`config.mk`:
```
export PLATFORM = sky130hd
export DESIGN_NAME = datamem_arbiter
export DESIGN_NICKNAME = d
export VERILOG_FILES = /design/src/rtl/datamem_pkg.sv /design/src/rtl/datamem_arbiter_rr.sv /design/src/rtl/datamem_arbiter.sv
export SDC_FILE = /design/constraint.sdc
export NUM_CORES = 1
export LEC_CHECK = 0
export CAP_MARGIN = 20
export CORE_MARGIN = 3
export CORE_UTILIZATION = 35
export DETAILED_ROUTE_END_ITERATION = 6
export HOLD_SLACK_MARGIN = 0.12
export PLACE_DENSITY = 0.7
export SYNTH_ARGS = -nofsm -noshare
export SYNTH_HDL_FRONTEND = slang
export SYNTH_SLANG_ARGS = --single-unit
```
`constraint.sdc`:
```
create_clock -name clk -period 1.6 [get_ports clk]
set_input_delay 0.32 -clock clk [delete_from_list [all_inputs] [get_ports clk]]
set_output_delay 0.32 -clock clk [all_outputs]
set_load 0.01 [all_outputs]
```
`src/rtl/datamem_pkg.sv`:
```
// ---------------------------------------------------------------------------
// datamem_pkg: shared widths and FSM encoding for the data-memory arbiter. Rev 1.0
// ---------------------------------------------------------------------------
`default_nettype none

package datamem_pkg;

  localparam int ADDR_W_DEFAULT = 7;
  localparam int DATA_W_DEFAULT = 32;

  typedef enum logic [1:0] {
    IDLE   = 2'd0,
    ACCESS = 2'd1,
    DONE   = 2'd2
  } state_t;

endpackage

`default_nettype wire

```
`src/rtl/datamem_arbiter_rr.sv`:
```
// ---------------------------------------------------------------------------
// rr_arbiter2: combinational two-way round-robin grant (one-hot). Rev 1.0
// ---------------------------------------------------------------------------
`default_nettype none

module rr_arbiter2 (
  input  logic       req0,
  input  logic       req1,
  input  logic       last_grant,
  output logic [1:0] grant
);

  always_comb begin
    grant = 2'b00;
    if (req0 && req1) begin
      // Tie goes to whichever requester was not served last.
      grant = last_grant ? 2'b01 : 2'b10;
    end else if (req0) begin
      grant = 2'b01;
    end else if (req1) begin
      grant = 2'b10;
    end
  end

endmodule

`default_nettype wire

```
`src/rtl/datamem_arbiter.sv`:
```
// ---------------------------------------------------------------------------
// datamem_arbiter: two-requester round-robin access to a single-port data memory. Rev 1.0
// ---------------------------------------------------------------------------
`default_nettype none

module datamem_arbiter
  import datamem_pkg::*;
#(
  parameter int ADDR_W = ADDR_W_DEFAULT,
  parameter int DATA_W = DATA_W_DEFAULT
) (
  input  logic              clk,
  input  logic              rst_n,
  input  logic              req0,
  input  logic              req1,
  input  logic              we0,
  input  logic              we1,
  input  logic [ADDR_W-1:0] addr0,
  input  logic [ADDR_W-1:0] addr1,
  input  logic [DATA_W-1:0] wdata0,
  input  logic [DATA_W-1:0] wdata1,
  output logic              ack0,
  output logic              ack1,
  output logic [DATA_W-1:0] rdata0,
  output logic [DATA_W-1:0] rdata1,
  output logic [ADDR_W-1:0] mem_addr,
  output logic [DATA_W-1:0] mem_wdata,
  output logic              mem_write,
  output logic              mem_read,
  input  logic [DATA_W-1:0] mem_rdata
);

  state_t     state;
  state_t     state_nxt;
  logic [1:0] grant;
  logic       last_grant;
  logic       sel;
  logic       start;
  logic       finish;

  rr_arbiter2 u_rr (
    .req0       (req0),
    .req1       (req1),
    .last_grant (last_grant),
    .grant      (grant)
  );

  always_ff @(posedge clk or negedge rst_n) begin
    if (!rst_n) begin
      state <= IDLE;
    end else begin
      state <= state_nxt;
    end
  end

  always_comb begin
    state_nxt = state;
    start     = 1'b0;
    finish    = 1'b0;
    case (state)
      IDLE: begin
        if (|grant) begin
          state_nxt = ACCESS;
          start     = 1'b1;
        end
      end
      ACCESS: begin
        state_nxt = DONE;
        finish    = 1'b1;
      end
      DONE:    state_nxt = IDLE;
      default: state_nxt = IDLE;
    endcase
  end

  // sel remembers the served port so a dropped req cannot cancel its ack.
  always_ff @(posedge clk or negedge rst_n) begin
    if (!rst_n) begin
      last_grant <= 1'b1;
      sel        <= 1'b0;
      mem_addr   <= '0;
      mem_wdata  <= '0;
      mem_write  <= 1'b0;
      mem_read   <= 1'b0;
      ack0       <= 1'b0;
      ack1       <= 1'b0;
      rdata0     <= '0;
      rdata1     <= '0;
    end else begin
      ack0 <= 1'b0;
      ack1 <= 1'b0;
      if (start) begin
        sel        <= grant[1];
        last_grant <= grant[1];
        mem_addr   <= grant[1] ? addr1  : addr0;
        mem_wdata  <= grant[1] ? wdata1 : wdata0;
        mem_write  <= grant[1] ? we1    : we0;
        mem_read   <= grant[1] ? ~we1   : ~we0;
      end else if (finish) begin
        mem_write <= 1'b0;
        mem_read  <= 1'b0;
        if (mem_read) begin
          if (sel) begin
            rdata1 <= mem_rdata;
          end else begin
            rdata0 <= mem_rdata;
          end
        end
        ack0 <= ~sel;
        ack1 <= sel;
      end
    end
  end

endmodule

`default_nettype wire
```
==> flow_summary_export.csv, run 1 <==
group,metric,value,unit
power,peakVddDrop,0.000685,V
setup_path,critPathMaxStageDelay,550,ps
status,status,"completed",
clock_tree,clk_latency,340,ps
sta,worstMarginPinSlew,328,ps
cells_and_area,fin_nets,728,
sta,finalMaxSlewViolations,0,
sta,setup_ws,30.4,ps
drt,viasPerCell,4.85,
drt,dr.pass1.iters,4,
clock_tree,cts_buffers,9,
cells_and_area,fillers,1049,
synthesis,yosys_most_used_dff,"dfrtp_1",
setup_path,critPathKind,"register to primary output",
drt,detail_route.wl_per_cell,16.6,um
place,place_hpwl,9.81,mm
synthesis,synth_edf_count,0,
floorplan,die_area,14700,um2
sta,slew_headroom,77.9,%
power,p_leak,3.60,nW
power,pwr-share-clk,15.4,%
hold_path,hold_class,"primary input to asynchronous set/reset pin",
floorplan,num_io_pins,223,
synthesis,yosysTopAreaCell,"dfrtp_1",
sta,setup_violations,0,
clock_tree,clock_sinks,111,
power,combPwrFrac,48.6,%
setup_path,critical_path_buf_inv_count,1,
global_routing,grt_overflow,0,
sta,fin_crit_sh,98.1,%
clock_tree,clockBufferDepth,2,
synthesis,synth_common_cells,"dfrtp_1 (110), nand2_1 (78), a21oi_1 (40), a31oi_1 (40), mux2_2 (34)",
setup_path,slowest_stage,"clkdlybuf4s50_1",
synthesis,ys_seq_elements,111,
drt,drc,0,
power,power_frac_seq,36.0,%
drt,wl,13.1,mm
power,p_sw,4.52,mW
synthesis,yosysUniqueCellTypes,30,
sta,hold_viol_final,0,
setup_path,crit_chain,"clkdlybuf4s50_1",
cells_and_area,syn2layout_area_growth,63.5,%
setup_path,endpoint_kind,"primary output",
synthesis,synth_top_family_by_area,"multiplexers",
clock_tree,cts_root_buf,"clkbuf_16",
clock_tree,clkTransAtPathRegs,70,ps
synthesis,synthMuxAreaShare,17.9,%
setup_path,arrival,1250,ps
synthesis,synth_fa_ha_area_share,0,%
floorplan,die_h,121,um
synthesis,yosys.area_share.simple,8.02,%
cells_and_area,drive_above_1_share,17.4,%
floorplan,placementRows,41,
synthesis,syn_inst,385,
sta,fin_skew,6.01,ps
synthesis,syn_avg_cell_area,12.1,um2
floorplan,core_area,12800,um2
synthesis,yosysSeqAreaShare,59.6,%
synthesis,synth_area,4660,um2
power,swShare,32.3,%
synthesis,synth_top_cells_by_area,"dfrtp_1 (59%), mux2_4 (9.7%), mux2_2 (8.2%), nand2_1 (6.3%), a31oi_1 (5.4%)",
synthesis,syn-num-nets,501,
global_routing,grt_pass1_wl,20.5,mm
power,internal-power,9.47,mW
floorplan,die-width,121,um
floorplan,start_util,36.4,%
global_routing,track_usage,17.7,%
place,pre_cts_slack,-126,ps
clock_tree,postCtsSetupBuffers,0,
power,power.density,1830,nW/um2
drt,first_iter_violations,190,
global_routing,grt_antenna_before_repair,0,
synthesis,synth_compound_area_share,10.7,%
sta,period_needed,1570,ps
synthesis,netlist.area_leader.share,59.0,%
place,io_buffers,222,
global_routing,grt_max_degree,46,
sta,max_freq,637,MHz
synthesis,synth_xor_area_share,0,%
setup_path,required,1280,ps
synthesis,synthArstFlopShare,100,%
setup_path,cpLargestDelayFamily,"buffers and inverters",
clock_tree,cts_tree,"built",
cells_and_area,n_antenna_cell,0,
setup_path,worst_setup_path_start_kind,"register",
drt,dr_total_vias,3815,
synthesis,yosysMostFrequentCell,"dfrtp_1",
cells_and_area,layoutNonFillerInstCount,787,
place,placedCellCount,772,
place,gp_congestion,0.776,
synthesis,yosys_warnings,0,
drt,ant_nets,0,
job,max-cap-violations,0,
setup_path,cp_max_fo,2,
clock_tree,h-tree-depth,3,
global_routing,grt_pass1_vias,3956,
## cell usage in the layout, fill, tap and decap left out, types with 3 or more instances in the layout
cell and n:
buf_12 7, clkbuf_16 9, clkbuf_1 3, nand2_1 78
mux2_4 30, dlymetal6s2s_1 50, buf_4 16, dfrtp_1 110
a31oi_1 40, dlygate4sd2_1 11, a21oi_1 40, clkdlybuf4s50_1 160
mux2_2 34
## state kept, by name, summed over array words and instances (netlist names)
signal,cells
sel,1
ack0,1
mem_addr,7
state,2
mem_read,1
mem_write,1
mem_wdata,32
ack1,1
rdata0,32
last_grant,1
rdata1,32
## path summary, 6_finish.rpt
path | startpoint | to | slack (ps) | depth (start not counted)
worst max-delay path | rdata1[25] | rdata1[25] | 30 | 1
worst max register to register | state[1] | rdata0[25] | 120 | 5
min in group clk | sel | ack0 | 480 | 1
worst min register to register | sel | ack0 | 480 | 1
max in group asynchronous | rst_n | last_grant | 610 | 3
worst min-delay path | rst_n | rdata0[19] | 410 | 2
## power by group through the flow
stage | Combinational [mW] | Clock, mW | Sequential [mW]
3_3_place_gp | 6.98 | 0 | 5.04
5_1_grt | 7.31 | 2.33 | 5.22
6_report | 6.80 | 2.15 | 5.04
3_5_place_dp | 7.10 | 0 | 5.12
4_1_cts | 7.03 | 2.23 | 5.09
2_1_floorplan | 2.51 | 0 | 5.65
## final cells by class
cell class	instances	area, um2	share of cell area (%)
Tap cell	172	215	2.82
Timing Repair Buffer	246	2610	34.2
Multi-Input combinational cell	241	1730	22.7
Clock buffer	13	250	3.28
Inverter	3	11.3	0.148
Clock inverter	1	30.0	0.394
Sequential cell	111	2780	36.5
## repair_timing
item / in CTS / in global routing
endpoints found under the setup margin: 11 / 51
hold buffers: 1 / 0
gates resized for setup: 11 / 51
hold endpoints to repair: 15 / 0
## stage by stage
step	cell area [um2]	setup TNS [ps]	hold slack (ps)	utilization [%]	power, mW
4_1_cts	7490	0	401	58.4	14.4
5_1_grt	7620	-0.368	403	59.4	14.9
6_report	7620	0	405	59.4	14.0
3_5_place_dp	7220	-4020	215	56.3	12.2
2_1_floorplan	4660	0	24.4	-	8.16
3_3_place_gp	7220	-1030	214	56.3	12.0
## kinds of logic after synthesis
group	Yosys count
compound gates	86
flops	111
simple gates	91
mux	64
buf+inv	33
## metal layers
metal	global-route usage [%]	share of wire [%]	vias to the layer above
li1	-	-	1804
met1	22.3	42	1836
met2	29.0	48	160
met3	5.08	8.0	15
met4	6.16	1.6	0
met5	0	0	-
Note: power is estimated with default switching activity, not from simulation.
==> run 2: changes to the inputs <==
- CORE_MARGIN: 3 -> 2
- CTS_CLUSTER_SIZE: not set -> 28
==> run 2 against run 1 <==
Effect of this change: wire length grew 0.49%; register-to-register slack lost 20 ps; critical path depth is the same; count of clock-buffer cells in the layout shrank 2; clock power grew 4%; flip-flop and latch count is the same; cell count grew 0.64%; highest routed layer unchanged.
==> flow_summary_export.csv, run 2 (synthesis gave the netlist of run 1 again) <==
group,metric,value,unit
setup_path,r2r_cells,5,
drt,wirelength_met1,5.63,mm
global_routing,grt_pass1_vias,3971,
setup_path,critPathMaxStageDelay,550,ps
clock_tree,postCtsSetupBuffers,0,
floorplan,start_util,35.5,%
clock_tree,clkTransAtPathRegs,70,ps
cells_and_area,layoutNonFillerInstCount,792,
cells_and_area,drive_above_1_share,17.7,%
setup_path,slowest_stage,"clkdlybuf4s50_1",
global_routing,grt_antenna_before_repair,0,
setup_path,critPathKind,"register to primary output",
drt,wl_met2,6.24,mm
clock_tree,clock_sinks,111,
global_routing,grt_overflow,0,
setup_path,crit_chain,"clkdlybuf4s50_1",
drt,first_iter_violations,275,
global_routing,grt_pass1_wl,20.1,mm
place,place_hpwl,9.23,mm
drt,wl,13.1,mm
clock_tree,clk_latency,340,ps
floorplan,num_io_pins,223,
cells_and_area,n_antenna_cell,0,
cells_and_area,multi_input_area,1740,um2
place,io_buffers,222,
drt,drc,0,
drt,detail_route.wl_per_cell,16.6,um
place,gp_congestion,0.750,
setup_path,endpoint_kind,"primary output",
job,max-cap-violations,0,
sta,period_needed,1570,ps
power,peakVddDrop,0.000730,V
setup_path,cpLargestDelayFamily,"buffers and inverters",
floorplan,die_area,14300,um2
drt,routed.top_layer,"met4",
setup_path,worst_setup_path_start_kind,"register",
sta,slew_headroom,75.4,%
power,p_leak,3.70,nW
sta,worstMarginPinSlew,364,ps
drt,viasPerCell,4.92,
power,power.density,1820,nW/um2
setup_path,r2r_slack,100,ps
cells_and_area,fillers,1087,
sta,setup_ws,28.9,ps
sta,hold_viol_final,0,
sta,holdWs,374,ps
hold_path,hold_class,"primary input to asynchronous set/reset pin",
sta,fin_crit_sh,98.2,%
floorplan,placementRows,42,
clock_tree,h-tree-depth,3,
setup_path,required,1280,ps
cells_and_area,seq_area,2780,um2
setup_path,critical_path_buf_inv_count,1,
drt,dr_wl_met3,1.01,mm
cells_and_area,reg_top3,"mem_wdata x32, rdata0 x32, rdata1 x32",
sta,fin_skew,6.00,ps
clock_tree,cts_root_buf,"clkbuf_16",
place,pre_cts_slack,-179,ps
floorplan,die-width,119,um
drt,dr_total_vias,3894,
drt,ant_nets,0,
cells_and_area,fin_nets,728,
drt,dr.pass1.iters,4,
sta,max_freq,637,MHz
sta,setup_violations,0,
sta,finalMaxSlewViolations,0,
clock_tree,cts_tree,"built",
place,placedCellCount,775,
power,power.total,14.0,mW
floorplan,die_h,119,um
setup_path,cp_max_fo,2,
clock_tree,cts_buffers,9,
setup_path,rr_endpoint,"rdata0[26]",
setup_path,arrival,1250,ps
status,status,"completed",
cells_and_area,syn2layout_area_growth,64.3,%
clock_tree,clockBufferDepth,2,
cells_and_area,final_cell_mix,"clkdlybuf4s50_1 (148), dfrtp_1 (110), nand2_1 (78)",
global_routing,grt_max_degree,51,
floorplan,core_area,13100,um2
global_routing,track_usage,18.1,%
cells_and_area,final_common_cell,"clkdlybuf4s50_1",
setup_path,r2r_start,"state[1]",
==> run 2: worst reg2reg max path, delay by kind of cell, from the launching register on <==
kind,cells,cell delay [ps]
buffers and inverters,2,270
muxes,1,320
and+or+nand+nor,2,410
DFF,1,400
==> run 2: power by group <==
part	switching [mW]	leakage [nW]	internal (mW)
clock	1.01	0.140	1.22
sequential	0.774	1.30	4.24
combinational	2.82	2.27	3.89
==> run 2: area by class of cell <==
cell class              instances  area share, %
clock buffers                  11           3.04
clock inverters                 4          0.735
inverters                       3          0.147
multi-input cells             241           22.7
flip-flops and latches        111           36.3
well taps                     176           2.87
repair buffers                246           34.3
==> run 2: worst max path at each step <==
stage	from	to	slack, ps	cells after the start
2_1_floorplan	state[1]	rdata0[0]	150	6
3_3_place_gp	req0	mem_wdata[12]	-90	5
3_5_place_dp	req1	mem_read	-180	4
4_1_cts	mem_addr[0]	mem_addr[0]	5	1
5_1_grt	rdata1[8]	rdata1[8]	-20	1
6_report	rdata1[8]	rdata1[8]	30	1
==> run 2: per-stage QoR <==
stage | util [%] | setup TNS, ps | instance area, um2
6_report | 58.3 | 0 | 7660
5_1_grt | 58.3 | -19.5 | 7660
4_1_cts | 57.0 | 0 | 7480
3_5_place_dp | 54.8 | -6090 | 7200
3_3_place_gp | 54.8 | -3660 | 7200
2_1_floorplan | - | 0 | 4660
==> run 2: repair_timing <==
| item | CTS | global route |
|---|---|---|
| hold buffers | 1 | 0 |
| resized for setup | 14 | 60 |
| endpoints found under the setup margin | 14 | 61 |
| hold endpoints to repair | 110 | 0 |
| cloned | 0 | 1 |
==> run 2: layer usage <==
metal	track usage, %	vias up
met2	29.1	180
met4	7.79	0
li1	-	1800
met1	23.1	1897
met3	4.69	17
met5	0	-
